## src/rtl/pipe_pkg.sv

```systemverilog
// Shared types and helpers for the pipeline hazard / forwarding controller.
// Entry fields are sized for the widest supported configuration; narrower
// register-address and latency inputs are zero-extended into them.
package pipe_pkg;

   // Widest register address and latency field an entry can hold
   localparam int RAW_MAX = 8;
   localparam int LAT_MAX = 4;

   // Forward select value meaning "take the operand from the register file"
   localparam int FWD_RF = 0;

   // One in-flight instruction as seen by the scoreboard
   typedef struct packed {
      logic               valid;
      logic [RAW_MAX-1:0] rd;
      logic               reg_write;
      logic [LAT_MAX-1:0] lat;
   } entry_t;

   // Width of a forward select able to name entry results 1..nstage-1
   function automatic int sel_width(input int nstage);
      return (nstage < 2) ? 1 : $clog2(nstage);
   endfunction

endpackage

```

## src/rtl/hz_match.sv

```systemverilog
// Per-source priority comparator: finds the youngest live scoreboard entry
// writing the given source register and reports whether its result is
// already forwardable when the consumer reaches EX.
module hz_match
   import pipe_pkg::*;
#(
   parameter int NSTAGE = 3,
   parameter int SELW   = sel_width(NSTAGE)
) (
   input  logic [RAW_MAX-1:0] src,
   input  entry_t             entries [NSTAGE-1],
   output logic               hit,
   output logic [SELW-1:0]    idx,
   output logic               not_ready
);

   logic match_s;

   // Scan from oldest to youngest so the lowest matching index is the last one written
   always_comb begin
      hit       = 1'b0;
      idx       = '0;
      not_ready = 1'b0;
      match_s   = 1'b0;
      for (int i = NSTAGE - 2; i >= 0; i--) begin
         match_s = entries[i].valid && entries[i].reg_write &&
                   (entries[i].rd == src) && (src != '0);
         if (match_s) begin
            hit       = 1'b1;
            idx       = SELW'(i);
            not_ready = (int'(entries[i].lat) > (i + 1));
         end else begin
            hit       = hit;
            idx       = idx;
            not_ready = not_ready;
         end
      end
   end

endmodule

```

## src/rtl/pipe_hazard_ctrl.sv

```systemverilog
// Hazard and forwarding controller for the in-order integer pipeline.
// A shift-register scoreboard tracks destination registers and result
// latency of instructions between EX and WB. The WB slot is not stored:
// the write-through register file already covers it, so nothing here ever
// looks at it. Stall / PC-write are combinational; forward selects and
// ex_valid are registered and line up with the instruction in EX.
module pipe_hazard_ctrl
   import pipe_pkg::*;
#(
   parameter  int NSTAGE = 3,
   parameter  int RAW    = 5,
   parameter  int LATW   = 2,
   localparam int SELW   = sel_width(NSTAGE)
) (
   input  logic            clk,
   input  logic            rst,
   input  logic            id_valid,
   input  logic [RAW-1:0]  id_rs,
   input  logic [RAW-1:0]  id_rt,
   input  logic [RAW-1:0]  id_rd,
   input  logic            id_reg_write,
   input  logic [LATW-1:0] id_lat,
   input  logic            flush,
   input  logic            hold,
   output logic            stall,
   output logic            pc_write,
   output logic            ex_valid,
   output logic [SELW-1:0] fwd_sel_a,
   output logic [SELW-1:0] fwd_sel_b
);

   localparam int NLIVE = NSTAGE - 1;

   entry_t             entries_r [NLIVE];
   logic [SELW-1:0]    sel_a_r;
   logic [SELW-1:0]    sel_b_r;

   entry_t             id_entry_s;
   logic [RAW_MAX-1:0] rs_ext_s;
   logic [RAW_MAX-1:0] rt_ext_s;
   logic               hit_a_s;
   logic               hit_b_s;
   logic [SELW-1:0]    idx_a_s;
   logic [SELW-1:0]    idx_b_s;
   logic               nr_a_s;
   logic               nr_b_s;
   logic [SELW-1:0]    sel_a_s;
   logic [SELW-1:0]    sel_b_s;
   logic               hazard_s;
   logic               stall_s;
   logic               pc_write_s;
   logic               issue_s;

   // Widen decode fields into the scoreboard entry format
   always_comb begin
      id_entry_s           = '0;
      id_entry_s.valid     = 1'b1;
      id_entry_s.rd        = RAW_MAX'(id_rd);
      id_entry_s.reg_write = id_reg_write;
      id_entry_s.lat       = LAT_MAX'(id_lat);
      rs_ext_s             = RAW_MAX'(id_rs);
      rt_ext_s             = RAW_MAX'(id_rt);
   end

   hz_match #(.NSTAGE(NSTAGE), .SELW(SELW)) u_match_a (
      .src       (rs_ext_s),
      .entries   (entries_r),
      .hit       (hit_a_s),
      .idx       (idx_a_s),
      .not_ready (nr_a_s)
   );

   hz_match #(.NSTAGE(NSTAGE), .SELW(SELW)) u_match_b (
      .src       (rt_ext_s),
      .entries   (entries_r),
      .hit       (hit_b_s),
      .idx       (idx_b_s),
      .not_ready (nr_b_s)
   );

   // Forward selects name the matching entry's result (entry index + 1)
   always_comb begin
      if (hit_a_s) begin
         sel_a_s = idx_a_s + SELW'(1);
      end else begin
         sel_a_s = SELW'(FWD_RF);
      end
      if (hit_b_s) begin
         sel_b_s = idx_b_s + SELW'(1);
      end else begin
         sel_b_s = SELW'(FWD_RF);
      end
   end

   // Stall / PC-write decision; reset forces the pipeline-open values
   always_comb begin
      hazard_s = nr_a_s | nr_b_s;
      if (rst) begin
         stall_s    = 1'b0;
         pc_write_s = 1'b1;
      end else begin
         stall_s    = id_valid & ~flush & hazard_s;
         pc_write_s = ~stall_s & ~hold;
      end
      issue_s = id_valid & ~flush & ~stall_s;
   end

   assign stall     = stall_s;
   assign pc_write  = pc_write_s;
   assign ex_valid  = entries_r[0].valid;
   assign fwd_sel_a = sel_a_r;
   assign fwd_sel_b = sel_b_r;

   // Scoreboard shift with reset > hold > advance; entry 0 takes the issue or a bubble
   always_ff @(posedge clk) begin
      if (rst) begin
         for (int i = 0; i < NLIVE; i++) begin
            entries_r[i] <= '0;
         end
         sel_a_r <= SELW'(FWD_RF);
         sel_b_r <= SELW'(FWD_RF);
      end else if (hold) begin
         for (int i = 0; i < NLIVE; i++) begin
            entries_r[i] <= entries_r[i];
         end
         sel_a_r <= sel_a_r;
         sel_b_r <= sel_b_r;
      end else begin
         for (int i = 1; i < NLIVE; i++) begin
            entries_r[i] <= entries_r[i-1];
         end
         if (issue_s) begin
            entries_r[0] <= id_entry_s;
            sel_a_r      <= sel_a_s;
            sel_b_r      <= sel_b_s;
         end else begin
            entries_r[0] <= '0;
            sel_a_r      <= SELW'(FWD_RF);
            sel_b_r      <= SELW'(FWD_RF);
         end
      end
   end

endmodule

```

## config.mk

```make
export PLATFORM = sky130hd
export DESIGN_NAME = pipe_hazard_ctrl
export DESIGN_NICKNAME = d
export VERILOG_FILES = /design/src/rtl/pipe_pkg.sv /design/src/rtl/hz_match.sv /design/src/rtl/pipe_hazard_ctrl.sv
export SDC_FILE = /design/constraint.sdc
export NUM_CORES = 1
export LEC_CHECK = 0
export ABC_CLOCK_PERIOD_IN_PS = 2820
export CORE_ASPECT_RATIO = 1.1
export CORE_UTILIZATION = 43
export CTS_BUF_LIST = sky130_fd_sc_hd__clkbuf_16
export CTS_CLUSTER_DIAMETER = 100
export DETAILED_ROUTE_END_ITERATION = 8
export GPL_TIMING_DRIVEN = 0
export PLACE_DENSITY = 0.75
export SYNTH_ARGS = -nofsm -noshare
export SYNTH_HDL_FRONTEND = slang
export SYNTH_SLANG_ARGS = --single-unit
```

## constraint.sdc

```tcl
create_clock -name clk -period 2.82 [get_ports clk]
set_input_delay 0.564 -clock clk [delete_from_list [all_inputs] [get_ports clk]]
set_output_delay 0.564 -clock clk [all_outputs]
set_load 0.02 [all_outputs]
```

==> impl_metrics.json <==
{
  "cts-hold-fix-buffers": 0,
  "grt_util_met3": 0.0427,
  "diodes": 0,
  "internal_power_uw": 645,
  "reg2reg_slack_ns": 0.95,
  "tns_ns": 0,
  "status": "finished, final reports clean",
  "die_area_um2": 2960,
  "ys_seq_elements": 22,
  "p_leak_uw": 0.000659,
  "grt_max_degree": 14,
  "synth_area_um2": 1180,
  "dr.first_iter.drc_count": 20,
  "synthCells": 132,
  "drcViolationCount": 0,
  "synthArstFlopShare": 0,
  "fin_ws_ns": 0.0164,
  "layout_common_cells": "dfxtp_1, nand2_1, clkdlybuf4s50_1",
  "grt_pass1_vias": 1198,
  "slew_viol_final": 0,
  "wirelength_um": 3190,
  "synth-seq-area-share": 0.373,
  "worst_pin_slew_ns": 0.568,
  "rsz0062_at_grt": "false",
  "peakVddDrop_uv": 360,
  "use_met1": 0.289,
  "postSynthAreaPerCell_um2": 8.95,
  "final_antenna_net_count": 0,
  "drive_gt1_frac": 0.195,
  "pwr-share-comb": 0.110,
  "p_sw_uw": 160,
  "setup.worst_path.end_class": "output pin",
  "worstSetupPathType": "primary input to output pin",
  "busiest_layer": "met2",
  "numCtsBuffers": 3,
  "p_seq_frac": 0.400,
  "slew_headroom": 0.620,
  "gp_congestion": 0.882,
  "cts_buffer_depth": 2,
  "finalClockSkew_ns": 0.00402,
  "worstHoldPathType": "register to register",
  "cp_max_fo": 4,
  "vias": 1141,
  "final_common_cell": "dfxtp_1",
  "ys_types": 27,
  "switching_share": 0.199,
  "drt_first_pass_iters": 4,
  "start_kind": "primary input",
  "met2_usage": 0.410,
  "min_period_ns": 2.80,
  "power_frac_clock": 0.490,
  "grtUsageTotal": 0.240,
  "viasPerCell": 5.57,
  "r2r_end": "entries_r[23]",
  "r2r-start": "entries_r[21]",
  "hold_viol_final": 0,
  "cap_violations": 0,
  "die_w_um": 52.0,
  "area_delta_synth_final_pct": 45.9,
  "cts_max_level": 1,
  "cts.sinks": 22,
  "timing.final.crit_share": 0.994,
  "reg2reg_depth": 7,
  "hpwlAfterDp_um": 2160,
  "fillCellCount": 218,
  "endpoint": "pc_write",
  "cts_tree": "yes",
  "syn-num-nets": 155,
  "antenna_found_initial": 0,
  "crit_required_ns": 2.26,
  "overflow": 0,
  "critPathArrivalTime_ns": 2.24,
  "powerDensity_nw_per_um2": 468,
  "fmax_ghz": 0.357,
  "setup.worst_path.start": "id_rs[2]",
  "initial_core_util": 0.464,
  "io_buffer_count": 29,
  "grt_pass1_wl_um": 5380,
  "insertion_delay_ns": 0.25,
  "ys_warn_count": 0,
  "dpl_worst_slack_ns": -0.764,
  "core_um2": 2540,
  "root_buffer": "clkbuf_16",
  "setup_violations": 0,
  "clkSlewWorstSetupHoldPaths_ns": 0.06,
  "wl_per_cell_um": 15.6,
  "rows": 19,
  "nNetsFinal": 198,
  "io_pins": 30,
  "die_h_um": 57.0,
  "ys.flop_type": "dfxtp_1",
  "synth-edff-count": 0
}
## power groups by stage
| stage | sequential, uW | clock (uW) | combinational [uW] |
|---|---|---|---|
| 4_1_cts | 322 | 397 | 86.4 |
| 3_5_place_dp | 329 | 0 | 88.5 |
| 3_3_place_gp | 328 | 0 | 86.1 |
| 5_1_grt | 322 | 413 | 96.3 |
| 2_1_floorplan | 327 | 0 | 40.9 |
| 6_report | 322 | 395 | 88.8 |
## cells in the mapped netlist (2+ instances only)
cell type / instances / area [um2]
xnor2_1: 12 / 105
clkbuf_1: 3 / 11.3
mux2i_1: 9 / 90.1
nand3b_1: 8 / 60.1
buf_2: 2 / 10.0
nor3b_1: 3 / 22.5
o2111ai_1: 2 / 17.5
and3_1: 2 / 12.5
xor2_1: 8 / 70.1
nor2_1: 12 / 45.0
nand3_1: 2 / 10.0
o31ai_1: 13 / 97.6
nor3_1: 2 / 10.0
dfxtp_1: 22 / 440
o21a_1: 2 / 15.0
nand2_1: 18 / 67.6
nand4_1: 2 / 12.5
## logic make-up after synthesis
| family | Yosys count | share of synthesized area |
|---|---|---|
| and+or+nand+nor | 56 | 0.250 |
| DFF | 22 | 0.373 |
| xor gates and xnor gates | 20 | 0.148 |
| AOI/OAI and AO/OA | 19 | 0.125 |
| muxes | 9 | 0.0763 |
| buffers and inverters | 6 | 0.0275 |
## per-stage QoR
step | cells | hold slack, ns | utilization | instance area (um2) | total power (uW)
floorplan | 132 | 0.424 | - | 1180 | 368
finish | 205 | 0.461 | 0.677 | 1720 | 806
detailed placement | 192 | 0.446 | 0.594 | 1510 | 417
CTS | 203 | 0.460 | 0.664 | 1690 | 805
global placement | 192 | 0.441 | 0.594 | 1510 | 415
global route | 205 | 0.476 | 0.677 | 1720 | 832
## final cells by class
class	instances	area [um2]	area share
clock inverters	1	30.0	0.0174
repair buffers	38	342	0.198
multi-input cells	104	761	0.442
well taps	31	38.8	0.0225
plain buffers	6	36.3	0.0211
clock buffers	3	75.1	0.0436
flip-flops and latches	22	440	0.256
## registers in the layout, indices dropped and copies added (netlist names)
name,flops
ex_valid,1
fwd_sel_a,2
fwd_sel_b,2
entries_r,17
## worst min path at each step
stage	from	depth (start not counted)	to	slack, ns
2_1_floorplan	entries_r[14]	2	entries_r[14]	0.42
3_3_place_gp	fwd_sel_a[0]	2	fwd_sel_a[0]	0.44
3_5_place_dp	fwd_sel_a[1]	2	fwd_sel_a[1]	0.45
4_1_cts	fwd_sel_a[1]	2	fwd_sel_a[1]	0.46
5_1_grt	fwd_sel_a[1]	2	fwd_sel_a[1]	0.48
6_report	fwd_sel_a[1]	2	fwd_sel_a[1]	0.46
## layer usage
layer	vias up	wire (um)
li1	550	-
met1	539	1340
met2	44	1630
met3	8	149
met4	0	73
met5	-	0
## critical path, cell delays in order
cell and delay [ns]:
dlygate4sd2_1 0.30, xnor2_1 0.23, nand4_1 0.21, o2111ai_2 0.27
a21oi_2 0.13, buf_6 0.14, o31ai_2 0.23, buf_4 0.17
## what timing repair did
action                     4_1_cts  5_1_grt
pin swaps                        9        6
resized for setup               29        5
setup endpoints to repair        2        2
buffers inserted                 7        2
Note: power is estimated with default switching activity, not from simulation.
